--- config.mk ---
export PLATFORM = sky130hd
export DESIGN_NAME = mem_stage_ctrl
export DESIGN_NICKNAME = d
export VERILOG_FILES = /design/src/rtl/mem_stage_ctrl.sv
export SDC_FILE = /design/constraint.sdc
export NUM_CORES = 1
export LEC_CHECK = 0
export ABC_CLOCK_PERIOD_IN_PS = 3900
export BUFFER_PORTS_ARGS = -buffer_cell sky130_fd_sc_hd__buf_2
export CAP_MARGIN = 5
export CORE_ASPECT_RATIO = 2
export CORE_MARGIN = 3
export CORE_UTILIZATION = 50
export CTS_BUF_LIST = sky130_fd_sc_hd__clkbuf_8
export DETAILED_ROUTE_END_ITERATION = 7
export PLACE_DENSITY = 0.92
export SLEW_MARGIN = 5
export SYNTH_ARGS = -nofsm -noshare
export SYNTH_HDL_FRONTEND = slang
export SYNTH_SLANG_ARGS = --single-unit
--- constraint.sdc ---
create_clock -name clk -period 3.9 [get_ports clk]
set_clock_uncertainty 0.2 [all_clocks]
set_input_delay 0.195 -clock clk [delete_from_list [all_inputs] [get_ports clk]]
set_output_delay 0.195 -clock clk [all_outputs]
set_load 0.01 [all_outputs]
--- src/rtl/mem_stage_ctrl.sv ---
// MEM-stage load/store sequencer: issues one data-memory access per EX/MEM instruction and stalls the pipeline until it completes.
// Optional define MEM_TIMEOUT_EN aborts an access after TIMEOUT_CYCLES BUSY cycles without dmem_ready.
module mem_stage_ctrl #(
    parameter int TIMEOUT_CYCLES = 16
) (
    input  logic        clk,
    input  logic        reset,
    input  logic        mem_read,
    input  logic        mem_write,
    input  logic [31:0] addr,
    input  logic [31:0] wdata,
    input  logic [2:0]  funct3,
    output logic        dmem_req,
    output logic        dmem_we,
    output logic [31:0] dmem_addr,
    output logic [3:0]  dmem_be,
    output logic [31:0] dmem_wdata,
    input  logic        dmem_ready,
    input  logic [31:0] dmem_rdata,
    output logic        stall,
    output logic [31:0] load_data,
    output logic        load_valid,
    output logic        access_err,
    output logic        timeout_err
);

    typedef enum logic [1:0] {IDLE, BUSY, DONE} state_t;

    state_t      state, state_next;
    logic        access_pending;
    logic        size_ok;
    logic        align_ok;
    logic        legal;
    logic [3:0]  be_calc;
    logic [31:0] wdata_calc;
    logic [1:0]  offset_q;
    logic [2:0]  funct3_q;
    logic        timed_out;
    logic [31:0] lane;
    logic [31:0] load_ext;

    // Decode access size into alignment, byte enables and lane-replicated store data.
    always_comb begin
        size_ok    = 1'b0;
        align_ok   = 1'b0;
        be_calc    = 4'b0000;
        wdata_calc = wdata;
        case (funct3)
            3'b000, 3'b100: begin
                size_ok    = 1'b1;
                align_ok   = 1'b1;
                be_calc    = 4'b0001 << addr[1:0];
                wdata_calc = {4{wdata[7:0]}};
            end
            3'b001, 3'b101: begin
                size_ok    = 1'b1;
                align_ok   = ~addr[0];
                be_calc    = 4'b0011 << {addr[1], 1'b0};
                wdata_calc = {2{wdata[15:0]}};
            end
            3'b010: begin
                size_ok    = 1'b1;
                align_ok   = (addr[1:0] == 2'b00);
                be_calc    = 4'b1111;
            end
            default: ;
        endcase
    end

    assign access_pending = mem_read | mem_write;
    assign legal = (mem_read ^ mem_write) && size_ok && align_ok && !(mem_write && funct3[2]);
    assign dmem_req = (state == BUSY);

`ifdef MEM_TIMEOUT_EN
    localparam int CNT_W = $clog2(TIMEOUT_CYCLES + 1);

    logic [CNT_W-1:0] busy_cnt;

    always_ff @(posedge clk or posedge reset) begin
        if (reset) begin
            busy_cnt <= '0;
        end else if (state != BUSY) begin
            busy_cnt <= '0;
        end else if (!dmem_ready) begin
            busy_cnt <= busy_cnt + 1'b1;
        end
    end

    assign timed_out = (state == BUSY) && !dmem_ready && (busy_cnt == CNT_W'(TIMEOUT_CYCLES - 1));

    always_ff @(posedge clk or posedge reset) begin
        if (reset) begin
            timeout_err <= 1'b0;
        end else begin
            timeout_err <= timed_out;
        end
    end
`else
    assign timed_out   = 1'b0;
    assign timeout_err = 1'b0;
`endif

    always_ff @(posedge clk or posedge reset) begin
        if (reset) begin
            state <= IDLE;
        end else begin
            state <= state_next;
        end
    end

    // Outputs are gated by reset so a held instruction cannot stall or flag an error while reset is asserted.
    always_comb begin
        state_next = state;
        stall      = 1'b0;
        access_err = 1'b0;
        case (state)
            IDLE: begin
                if (legal) begin
                    state_next = BUSY;
                    stall      = 1'b1;
                end else if (access_pending) begin
                    access_err = 1'b1;
                end
            end
            BUSY: begin
                stall = 1'b1;
                if (dmem_ready || timed_out) begin
                    state_next = DONE;
                end
            end
            DONE:    state_next = IDLE;
            default: state_next = IDLE;
        endcase
        if (reset) begin
            stall      = 1'b0;
            access_err = 1'b0;
        end
    end

    always_ff @(posedge clk or posedge reset) begin
        if (reset) begin
            dmem_we    <= 1'b0;
            dmem_addr  <= '0;
            dmem_be    <= 4'b0000;
            dmem_wdata <= '0;
            offset_q   <= 2'b00;
            funct3_q   <= 3'b000;
        end else if (state == IDLE && legal) begin
            dmem_we    <= mem_write;
            dmem_addr  <= {addr[31:2], 2'b00};
            dmem_be    <= be_calc;
            dmem_wdata <= wdata_calc;
            offset_q   <= addr[1:0];
            funct3_q   <= funct3;
        end
    end

    // Word loads are always aligned, so the shifted lane equals the full read word for them.
    always_comb begin
        lane = dmem_rdata >> {offset_q, 3'b000};
        case (funct3_q)
            3'b000:  load_ext = {{24{lane[7]}}, lane[7:0]};
            3'b001:  load_ext = {{16{lane[15]}}, lane[15:0]};
            3'b100:  load_ext = {24'b0, lane[7:0]};
            3'b101:  load_ext = {16'b0, lane[15:0]};
            default: load_ext = lane;
        endcase
    end

    always_ff @(posedge clk or posedge reset) begin
        if (reset) begin
            load_data  <= '0;
            load_valid <= 1'b0;
        end else begin
            load_valid <= 1'b0;
            if (state == BUSY && !dmem_we) begin
                if (dmem_ready) begin
                    load_data  <= load_ext;
                    load_valid <= 1'b1;
                end else if (timed_out) begin
                    load_data <= '0;
                end
            end
        end
    end

endmodule

==> flow_summary_export.csv <==
group,metric,value,unit
final_layout,fill_cells,658,
global_routing,grt_max_degree,83,
floorplan,die_h,148,um
critical_path,crit_family,"buffers and inverters",
power_and_ir_drop,combPwrFrac,41.7,%
final_layout,mostFrequentLayoutCells,"206 x buf_2, 107 x dfrtp_1, 74 x dlygate4sd3_1",
placement,io_buffers,206,
global_routing,grtUsageTotal,29.0,%
clock_network,tritoncts,"yes",
final_layout,final_cell_area,7010,um^2
global_routing,gr-total-overflow,0,
final_layout,diodes,0,
detailed_routing,wl_per_cell,19.6,um
synthesis,synthFlopType,"dfrtp_1",
placement,gp_congestion,0.938,
power_and_ir_drop,p_clk_share,14.6,%
synthesis,async_reset_ff_share,100,%
clock_network,ctsHoldBuffers,74,
detailed_routing,vias,4651,
critical_path,crit_path_max_fanout,27,
clock_network,cts_root_buffer,"clkbuf_8",
power_and_ir_drop,pwr-share-seq,43.7,%
critical_path,end_kind,"output pin",
placement,hpwl,10.4,mm
critical_path,cp_num_buf_inv,5,
synthesis,synth-edff-count,0,
critical_path,cp_data_required_time,3500,ps
timing,tightest_slew,1090,ps
detailed_routing,postRouteAntennaNets,0,
placement,dpl_cell_area,6090,um^2
timing,relSlewSlack,27.6,%
critical_path,cpMostUsedCell,"buf_2",
synthesis,synthTopCellsByArea,"dfrtp_1 53%, mux2_2 16%, mux2i_1 7.6%",
critical_path,crit_slowest_cell,"dlygate4sd3_1",
power_and_ir_drop,internal_power,2.66,mW
timing,layout_min_cycle_time,2930,ps
clock_network,post_cts_buffers,0,
final_layout,finalNetCount,803,
floorplan,core_area,9760,um^2
synthesis,avgSynthCellArea,11.6,um^2
final_layout,seqCellArea,2680,um^2
clock_network,cts_max_level,3,
timing,finalSetupViolCount,0,
synthesis,ys_types,35,
detailed_routing,first_iter_violations,278,
final_layout,multiInputGateArea,2150,um^2
timing,setup-tns-final,0,ps
power_and_ir_drop,p_leak,3.44,nW
synthesis,synth_top_area_share,53.2,%
outcome,status,"finished, final reports clean",
final_layout,final_common_cell,"buf_2",
detailed_routing,firstDrtPassIters,5,
timing,fmax,342,MHz
synthesis,syn_area,5030,um^2
critical_path,critPathKind,"primary input to output pin",
critical_path,cpPeakStageDelay,510,ps
final_layout,syn2layout_area_growth,39.4,%
floorplan,ios,210,
flow_run,drv_cap,0,
detailed_routing,remaining_drc_errors,0,
power_and_ir_drop,switching_share,38.2,%
timing,rsz0062_at_grt,"no",
power_and_ir_drop,switchingPower,1.64,mW
timing,slew_viol_final,0,
synthesis,synth_top_area_cell,"dfrtp_1",
critical_path,path_cells,"dlygate4sd3_1 > buf_2 > inv_1 > ha_1 > or4b_4 > o22ai_4 > buf_4 > nor2_1 > nor3_1 > buf_2",
synthesis,yosys_warnings,0,
synthesis,yosys_register_bits,107,
power_and_ir_drop,vdd_drop_max,0.426,mV
clock_network,cts_sinks,107,
power_and_ir_drop,power.density,614,nW/um^2
detailed_routing,wirelength,16.3,mm
clock_network,cts_resized,0,
global_routing,grt_pass1_wl,25.5,mm
clock_network,insertion_delay,370,ps
critical_path,crit_arrival,2530,ps
worst_hold_path,holdCritPathClass,"primary input to flop",
critical_path,critPathLaunchType,"primary input",
final_layout,drive_gt1_share,43.0,%
synthesis,ys_seq_area_share,53.2,%
global_routing,antenna_found_initial,0,
floorplan,fp.dieW,76.9,um
detailed_routing,via_per_inst,5.57,
floorplan,start_util,51.5,%
clock_network,ctsLongestPathBuffers,2,
global_routing,grt_pass1_vias,4979,
synthesis,netlist_instances,433,
timing,fin_crit_sh,75.0,%
clock_network,cts.clk_slew.worst_paths,90,ps
clock_network,cts_inserted_buffers,9,
floorplan,dieArea,11400,um^2
timing,timing_hold_violations_final,0,
floorplan,rows,51,
[power by group through the flow]
stage | clock network [mW] | logic (mW) | registers [mW]
2_1_floorplan | 0 | 0.796 | 2.04
3_3_place_gp | 0 | 1.65 | 1.84
3_5_place_dp | 0 | 1.71 | 1.88
4_1_cts | 0.642 | 1.77 | 1.86
5_1_grt | 0.680 | 1.93 | 1.93
6_report | 0.628 | 1.79 | 1.88
[sequential cells by signal, indices dropped and copies added (netlist names)]
| register | cells |
|---|---|
| dmem_we | 1 |
| funct3_q | 3 |
| offset_q | 2 |
| dmem_wdata | 32 |
| load_valid | 1 |
| dmem_addr | 30 |
| state | 2 |
| dmem_be | 4 |
| load_data | 32 |
[worst register-to-register path, stage by stage, from the launching register on]
cell	delay, ps
dfrtp_1	670
nor2b_1	350
o2bb2ai_1	200
o2111ai_1	900
o311ai_0	290
[path summary, 6_finish.rpt]
kind / from / end / slack, ps / cells past startpoint
hold / removal: dmem_rdata[26] / load_data[26] / 20 / 3
min in group asynchronous: reset / dmem_be[2] / 450 / 3
hold reg to reg: load_data[0] / load_data[0] / 280 / 2
setup / recovery: mem_write / stall / 970 / 10
max in group asynchronous: reset / load_data[7] / 2140 / 4
setup reg to reg: offset_q[1] / load_data[16] / 1100 / 4
[cell families (layout without fill, tap and decap cells)]
| family | after synthesis | count (layout) | share of synthesized area [%] |
|---|---|---|---|
| buf+inv | 39 | 307 | 4.11 |
| flops | 107 | 107 | 53.2 |
| compound gates | 91 | 91 | 11.5 |
| other cells | 1 | 3 | 0.0746 |
| mux | 108 | 108 | 23.2 |
| simple gates | 86 | 86 | 7.54 |
| fa+ha+maj | 1 | 1 | 0.249 |
[metrics by stage]
stage	hold WS [ps]	power (mW)	setup WS [ps]	util [%]	cells
after global placement	224	3.49	1380	62.4	745
after global routing	5.15	4.55	814	71.8	835
after CTS	3.73	4.27	975	71.8	835
final	23.7	4.30	974	71.8	835
after detailed placement	231	3.59	1180	62.4	745
after floorplan	103	2.84	688	-	435
[layout make-up]
class                           count  share of cell area (%)
Clock buffer                       10                    1.96
Clock inverter                      6                   0.571
Inverter                            6                   0.357
Multi-Input combinational cell    289                    30.7
Sequential cell                   107                    38.2
Tap cell                          132                    2.36
Timing Repair Buffer              285                    25.8
[routing by layer]
layer	vias to the layer above	track usage [%]	wire length (um)	share of wire [%]
met2	286	53.2	9010	55
met5	-	0	0	0
li1	2076	-	-	-
met4	0	18.5	996	6.1
met3	84	6.65	1030	6.3
met1	2205	28.8	5300	32
[cells in the mapped netlist (3+ instances only)]
cell,n
inv_1,5
o311ai_0,8
o211ai_1,7
a31oi_1,13
o2bb2ai_1,8
a21oi_1,29
clkbuf_1,16
buf_4,3
o21ai_0,20
mux2i_1,38
mux2_2,70
nor2_1,23
dfrtp_1,107
buf_6,6
nand2b_1,4
buf_1,5
nand2_1,48
buf_2,3
Note: power is estimated with default switching activity, not from simulation.
